File: config.mk
export PLATFORM = sky130hd
export DESIGN_NAME = mcu_branch_predictor_gshare
export DESIGN_NICKNAME = d
export VERILOG_FILES = /design/src/rtl/mcu_bp_pkg.sv /design/src/rtl/mcu_bp_pht.sv /design/src/rtl/mcu_branch_predictor_gshare.sv
export SDC_FILE = /design/constraint.sdc
export NUM_CORES = 1
export LEC_CHECK = 0
export CAP_MARGIN = 20
export CORE_ASPECT_RATIO = 0.5
export CORE_UTILIZATION = 55
export DETAILED_ROUTE_END_ITERATION = 10
export PLACE_DENSITY = 0.73
export SLEW_MARGIN = 0
export SYNTH_ARGS = -nofsm -noshare
export SYNTH_HDL_FRONTEND = slang
export SYNTH_SLANG_ARGS = --single-unit
File: constraint.sdc
create_clock -name clk -period 15.85 [get_ports clk]
set_input_delay 4.755 -clock clk [delete_from_list [all_inputs] [get_ports clk]]
set_output_delay 4.755 -clock clk [all_outputs]
set_load 0.01 [all_outputs]
File: src/rtl/mcu_bp_pkg.sv
// Shared types and counter helpers for the gshare direction predictor.
// Latency: pure combinational functions, no state.
// Backpressure: none; values are consumed by the PHT and the top-level FSM.
package mcu_bp_pkg;

    typedef enum logic {
        BP_INIT = 1'b0,
        BP_RUN  = 1'b1
    } bp_state_e;

    // Widest supported counter; narrower counters are carried zero-extended.
    localparam int CTR_MAX_W = 4;

    function automatic logic [CTR_MAX_W-1:0] wnt_value(input int ctr_bits);
        return CTR_MAX_W'((1 << (ctr_bits - 1)) - 1);
    endfunction

    function automatic logic [CTR_MAX_W-1:0] sat_update(
        input logic [CTR_MAX_W-1:0] ctr,
        input logic                 taken,
        input int                   ctr_bits
    );
        logic [CTR_MAX_W-1:0] top;
        logic [CTR_MAX_W-1:0] res;
        top = CTR_MAX_W'((1 << ctr_bits) - 1);
        res = ctr;
        if (taken) begin
            if (ctr != top) res = ctr + 4'd1;
        end else begin
            if (ctr != '0) res = ctr - 4'd1;
        end
        return res;
    endfunction

endpackage

File: src/rtl/mcu_bp_pht.sv
// Pattern history table: ENTRIES saturating counters, async read, sync read-modify-write port.
// Latency: read is combinational; a write lands at the next clk edge.
// Backpressure: none; the sweep owns the write port in BP_INIT, resolved branches own it in BP_RUN.
module mcu_bp_pht
    import mcu_bp_pkg::*;
#(
    parameter int ENTRIES  = 256,
    parameter int CTR_BITS = 2,
    parameter int IDX_W    = $clog2(ENTRIES)
) (
    input  logic                clk,
    input  bp_state_e           state,
    input  logic [IDX_W-1:0]    init_ptr,
    input  logic                upd_en,
    input  logic [IDX_W-1:0]    upd_idx,
    input  logic                upd_taken,
    input  logic [IDX_W-1:0]    rd_idx,
    output logic [CTR_BITS-1:0] rd_ctr
);

    logic [CTR_BITS-1:0]  mem [ENTRIES];
    logic                 wr_en;
    logic [IDX_W-1:0]     wr_idx;
    logic [CTR_BITS-1:0]  wr_dat;
    logic [CTR_MAX_W-1:0] upd_old;

    assign upd_old = CTR_MAX_W'(mem[upd_idx]);

    // The sweep takes priority so nothing trains a counter before it is initialised.
    always_comb begin
        wr_en  = 1'b0;
        wr_idx = init_ptr;
        wr_dat = CTR_BITS'(wnt_value(CTR_BITS));
        if (state == BP_INIT) begin
            wr_en = 1'b1;
        end else if (upd_en) begin
            wr_en  = 1'b1;
            wr_idx = upd_idx;
            wr_dat = CTR_BITS'(sat_update(upd_old, upd_taken, CTR_BITS));
        end
    end

    always_ff @(posedge clk) begin
        if (wr_en) mem[wr_idx] <= wr_dat;
    end

    assign rd_ctr = mem[rd_idx];

endmodule

File: src/rtl/mcu_branch_predictor_gshare.sv
// Gshare/bimodal branch direction predictor with speculative global history and post-reset PHT sweep.
// Latency: prediction is combinational from pc_fetch; training and history updates take effect next edge.
// Backpressure: none; fetch/update inputs are ignored until init_done rises.
module mcu_branch_predictor_gshare
    import mcu_bp_pkg::*;
#(
    parameter int ENTRIES    = 256,
    parameter int GHR_BITS   = 8,
    parameter int CTR_BITS   = 2,
    parameter int PC_LSB     = 2,
    parameter int USE_GSHARE = 1
) (
    input  logic                clk,
    input  logic                rst_n,
    output logic                init_done,
    input  logic                fetch_valid,
    input  logic [31:0]         pc_fetch,
    output logic                predict_taken,
    output logic [GHR_BITS-1:0] predict_ghr,
    input  logic                update_valid,
    input  logic [31:0]         update_pc,
    input  logic [GHR_BITS-1:0] update_ghr,
    input  logic                update_taken,
    input  logic                update_mispredict
);

    localparam int IDX_W = $clog2(ENTRIES);

    bp_state_e           state;
    bp_state_e           state_nxt;
    logic [IDX_W-1:0]    init_ptr;
    logic                init_last;
    logic                running;
    logic [GHR_BITS-1:0] ghr;
    logic [GHR_BITS-1:0] ghr_nxt;
    logic [GHR_BITS-1:0] ghr_spec;
    logic [GHR_BITS-1:0] ghr_fix;
    logic [IDX_W-1:0]    hist_f;
    logic [IDX_W-1:0]    hist_u;
    logic [IDX_W-1:0]    idx_f;
    logic [IDX_W-1:0]    idx_u;
    logic [CTR_BITS-1:0] ctr_f;
    logic                unused_bits;

    // History folded to index width: truncate long histories, zero-extend short ones.
    if (GHR_BITS >= IDX_W) begin : g_hist_trunc
        assign hist_f = ghr[IDX_W-1:0];
        assign hist_u = update_ghr[IDX_W-1:0];
    end else begin : g_hist_ext
        assign hist_f = {{(IDX_W-GHR_BITS){1'b0}}, ghr};
        assign hist_u = {{(IDX_W-GHR_BITS){1'b0}}, update_ghr};
    end

    if (GHR_BITS == 1) begin : g_ghr_one
        assign ghr_spec = predict_taken;
        assign ghr_fix  = update_taken;
    end else begin : g_ghr_shift
        assign ghr_spec = {ghr[GHR_BITS-2:0], predict_taken};
        assign ghr_fix  = {update_ghr[GHR_BITS-2:0], update_taken};
    end

    assign idx_f = pc_fetch[PC_LSB +: IDX_W] ^ ((USE_GSHARE != 0) ? hist_f : '0);
    assign idx_u = update_pc[PC_LSB +: IDX_W] ^ ((USE_GSHARE != 0) ? hist_u : '0);

    assign running   = (state == BP_RUN);
    assign init_last = (init_ptr == IDX_W'(ENTRIES - 1));

    always_ff @(posedge clk or negedge rst_n) begin
        if (!rst_n) state <= BP_INIT;
        else        state <= state_nxt;
    end

    always_comb begin
        state_nxt = state;
        case (state)
            BP_INIT: if (init_last) state_nxt = BP_RUN;
            BP_RUN:  state_nxt = BP_RUN;
        endcase
    end

    always_ff @(posedge clk or negedge rst_n) begin
        if (!rst_n)              init_ptr <= '0;
        else if (state == BP_INIT) init_ptr <= init_ptr + IDX_W'(1);
    end

    // A mispredict flushes younger fetches, so the restored history beats the speculative shift.
    always_comb begin
        ghr_nxt = ghr;
        if (running) begin
            if (update_valid && update_mispredict) ghr_nxt = ghr_fix;
            else if (fetch_valid)                  ghr_nxt = ghr_spec;
        end
    end

    always_ff @(posedge clk or negedge rst_n) begin
        if (!rst_n) ghr <= '0;
        else        ghr <= ghr_nxt;
    end

    mcu_bp_pht #(
        .ENTRIES  (ENTRIES),
        .CTR_BITS (CTR_BITS),
        .IDX_W    (IDX_W)
    ) u_pht (
        .clk       (clk),
        .state     (state),
        .init_ptr  (init_ptr),
        .upd_en    (update_valid),
        .upd_idx   (idx_u),
        .upd_taken (update_taken),
        .rd_idx    (idx_f),
        .rd_ctr    (ctr_f)
    );

    assign init_done     = running;
    assign predict_taken = running & ctr_f[CTR_BITS-1];
    assign predict_ghr   = ghr;

    assign unused_bits = ^{pc_fetch, update_pc, update_ghr};

endmodule

==> impl_results.md <==
- Status: finished clean
- Clock sink count: 529
- Crit-path max FO: 64
- Fin. Hold Viols: 0
- Number of max-cap violations: 0
- Final Net Count: 1607
- Req. time, crit path: 11.10 ns
- First-pass GRT wire length: 96260 um
- H-tree levels: 2
- Root Buffer Master: clkbuf_16
- CTS tree: yes
- Slew margin rel.: 17.63%
- Synth Flop Type: edfxtp_1
- Setup Buffers After CTS: 0
- Fin crit period: 13.37 ns
- Vias per cell: 6.916
- Placeable Area: 43780 um2
- Multi-input logic area: 8175 um2
- Clock buffer depth: 3
- All-Layer GR Usage: 29.64%
- Vias in the first global route: 14.65k
- CP peak stage delay: 0.62 ns
- Fillers: 3073
- CP Capture Type: output pin
- Fmax: 74.81 MHz
- # resized after CTS: 0
- Buf/Inv on CP: 3
- Top-level port count: 88
- Final Max Tran Viols: 0
- Hold crit path type: reg -> reg
- Pwr Density: 106.1 nW/um2
- Initial Utilization: 55.99%
- Post-Syn Instances: 1493
- WL/cell: 31.01 um
- Last weighted congestion value of the routability-driven placer: 0.9622
- Largest net degree at the start of global routing: 129
- Syn nets: 1572
- Cell row count: 54
- CP top delay family: multiplexers
- Die height: 151.3 um
- Leakage dissipation: 8.247 nW
- DR vias: 14.88k
- DRC: 0
- Setup Total Neg Slack: 0 ns
- Async set or reset register ratio after synthesis: 3.214%
- CTS buffer count: 46
- Syn Area/Cell: 16.42 um2
- Final setup violation count: 0
- Critical Path, Cell by Cell: clkdlybuf4s50_1 -> xor2_4 -> buf_12 -> mux4_2 -> mux4_2 -> mux2i_1 -> nand3_1 -> nand4_1 -> o21ai_1 -> clkdlybuf4s50_1
- DR iter-0 viols: 2552
- Commonest non-fill, non-tap cell in the layout: edfxtp_1
- Total Power: 0.002866 W
- Worst-Margin Slew: 1.233 ns
- Most frequent cells in the layout: edfxtp_1 (512), nor2_1 (304), nand2_1 (133), mux4_2 (132), mux4_1 (60)
- Fin crit share: 84.33%
- Layout area overhead: 10.23%
- Die area: 45470 um2
- DP HPWL: 41380 um
- Skew-Pair Late Insertion Delay: 0.58 ns
- Final wirelength: 66740 um
- WP data arrival: 8.61 ns
- FF+latch area: 15800 um2
- Clock Skews: 0.03121 ns
- Worst-path clk slew: 0.07 ns
- Setup Crit Path Kind: in -> out
- Unrepaired setup endpoints after global routing: false
- GR Overflow Total: 0
- Post-route ant nets: 0
- Flip-flop and latch count after synthesis: 529
- CP max-delay cell: mux4_2
- YS warnings: 0
- N_diodes: 0
- Register area share after synthesis: 64.46%
- Layout cells sized above 1: 16.82%
- Initial antenna violation count: 1
- Port-buffer cells: 39
- CP Launch Type: input port
- Hold-fix buffers, CTS: 0
- Synthesized area: 24510 um2
- Max VDD drop: 0.07137 mV
- Die W: 300.6 um
- Count of cell types in the netlist: 66
- Detailed Routing Iterations Pass 1: 6
- Post-synth EDFFs: 512
[registers in the layout (all words and copies together), names as in the netlist]
register	cells
init_ptr	8
init_done	1
predict_ghr	8
u_pht.mem	512
[final cells by class]
cell class	count	share of cell area [%]
tap	588	2.723
timing repair buffer	79	2.815
inverter	4	0.05557
multi-input combinational	868	30.26
sequential	529	58.47
clock inverter	24	0.9956
clock buffer	60	4.681
[cells by family after synthesis]
family                   Yosys count  synth area share [%]
flip-flops                       529                 64.46
AND/OR/NAND/NOR                  478                 7.784
multiplexers                     225                 19.92
AO/OA/AOI/OAI                    133                 3.823
buffers and inverters             96                 2.700
XOR/XNOR                          31                 1.261
adder cells (fa/ha/maj)            1               0.05104
[where the power goes]
group	switching [W]	total, W	internal (W)
Clock	0.000501	0.00116	0.000661
Sequential	0	0.00151	0.00151
Combinational	0.000127	0.000196	0.0000693
[metrics by stage]
| step | cell area [um2] | util (%) | instances | setup WS [ns] | hold WS (ns) |
|---|---|---|---|---|---|
| after detailed placement | 25490 | 58.21 | 2068 | 2.500 | 0.5137 |
| after CTS | 27020 | 61.72 | 2152 | 2.502 | 0.5282 |
| final | 27020 | 61.72 | 2152 | 2.483 | 0.5244 |
| after global placement | 25460 | 58.15 | 2067 | 2.478 | 0.4980 |
| after floorplan | 24520 | - | 1493 | 1.137 | 0.4631 |
| after global routing | 27020 | 61.72 | 2152 | 2.391 | 0.5351 |
[routing by layer]
layer  routed length, um  vias up  share of wire (%)  GRT usage (%)
met1               24480     7586                 37          40.98
met4                2966        2                4.4          11.37
li1                    -     6027                  -              -
met3                9344      191                 14          8.448
met2               29940     1078                 45          45.20
met5                  13        -              0.019              0
[worst paths after layout]
kind | from | end | slack [ns] | cells past startpoint
max in group asynchronous | rst_n | init_ptr[5] | 10.62 | 1
min in group asynchronous | rst_n | predict_ghr[0] | 4.67 | 1
min | init_ptr[7] | init_ptr[7] | 0.52 | 1
max | pc_fetch[2] | predict_taken | 2.48 | 10
max reg2reg | init_done | u_pht.mem[135][1] | 11.57 | 8
min reg2reg | init_ptr[7] | init_ptr[7] | 0.52 | 1
[synthesized netlist by cell type (all sizes together) (4+ instances only)]
master	count	area, um2
a211oi	5	37.54
a21oi	31	158.9
a22o	4	35.03
a22oi	27	212.7
a311oi	4	35.03
a31oi	6	37.54
a32oi	9	78.83
buf	45	430.4
clkbuf	47	216.5
dfrtp	17	425.4
edfxtp	512	15370
inv	4	15.01
mux2i	30	300.3
mux4	192	4549
nand2	133	499.2
nand3	15	75.07
nand4	4	25.02
nor2	305	1152
o21ai	12	60.05
o22ai	8	50.05
o31ai	4	30.03
xnor2	16	140.1
xor2	15	168.9
Note: power is estimated with default switching activity, not from simulation.
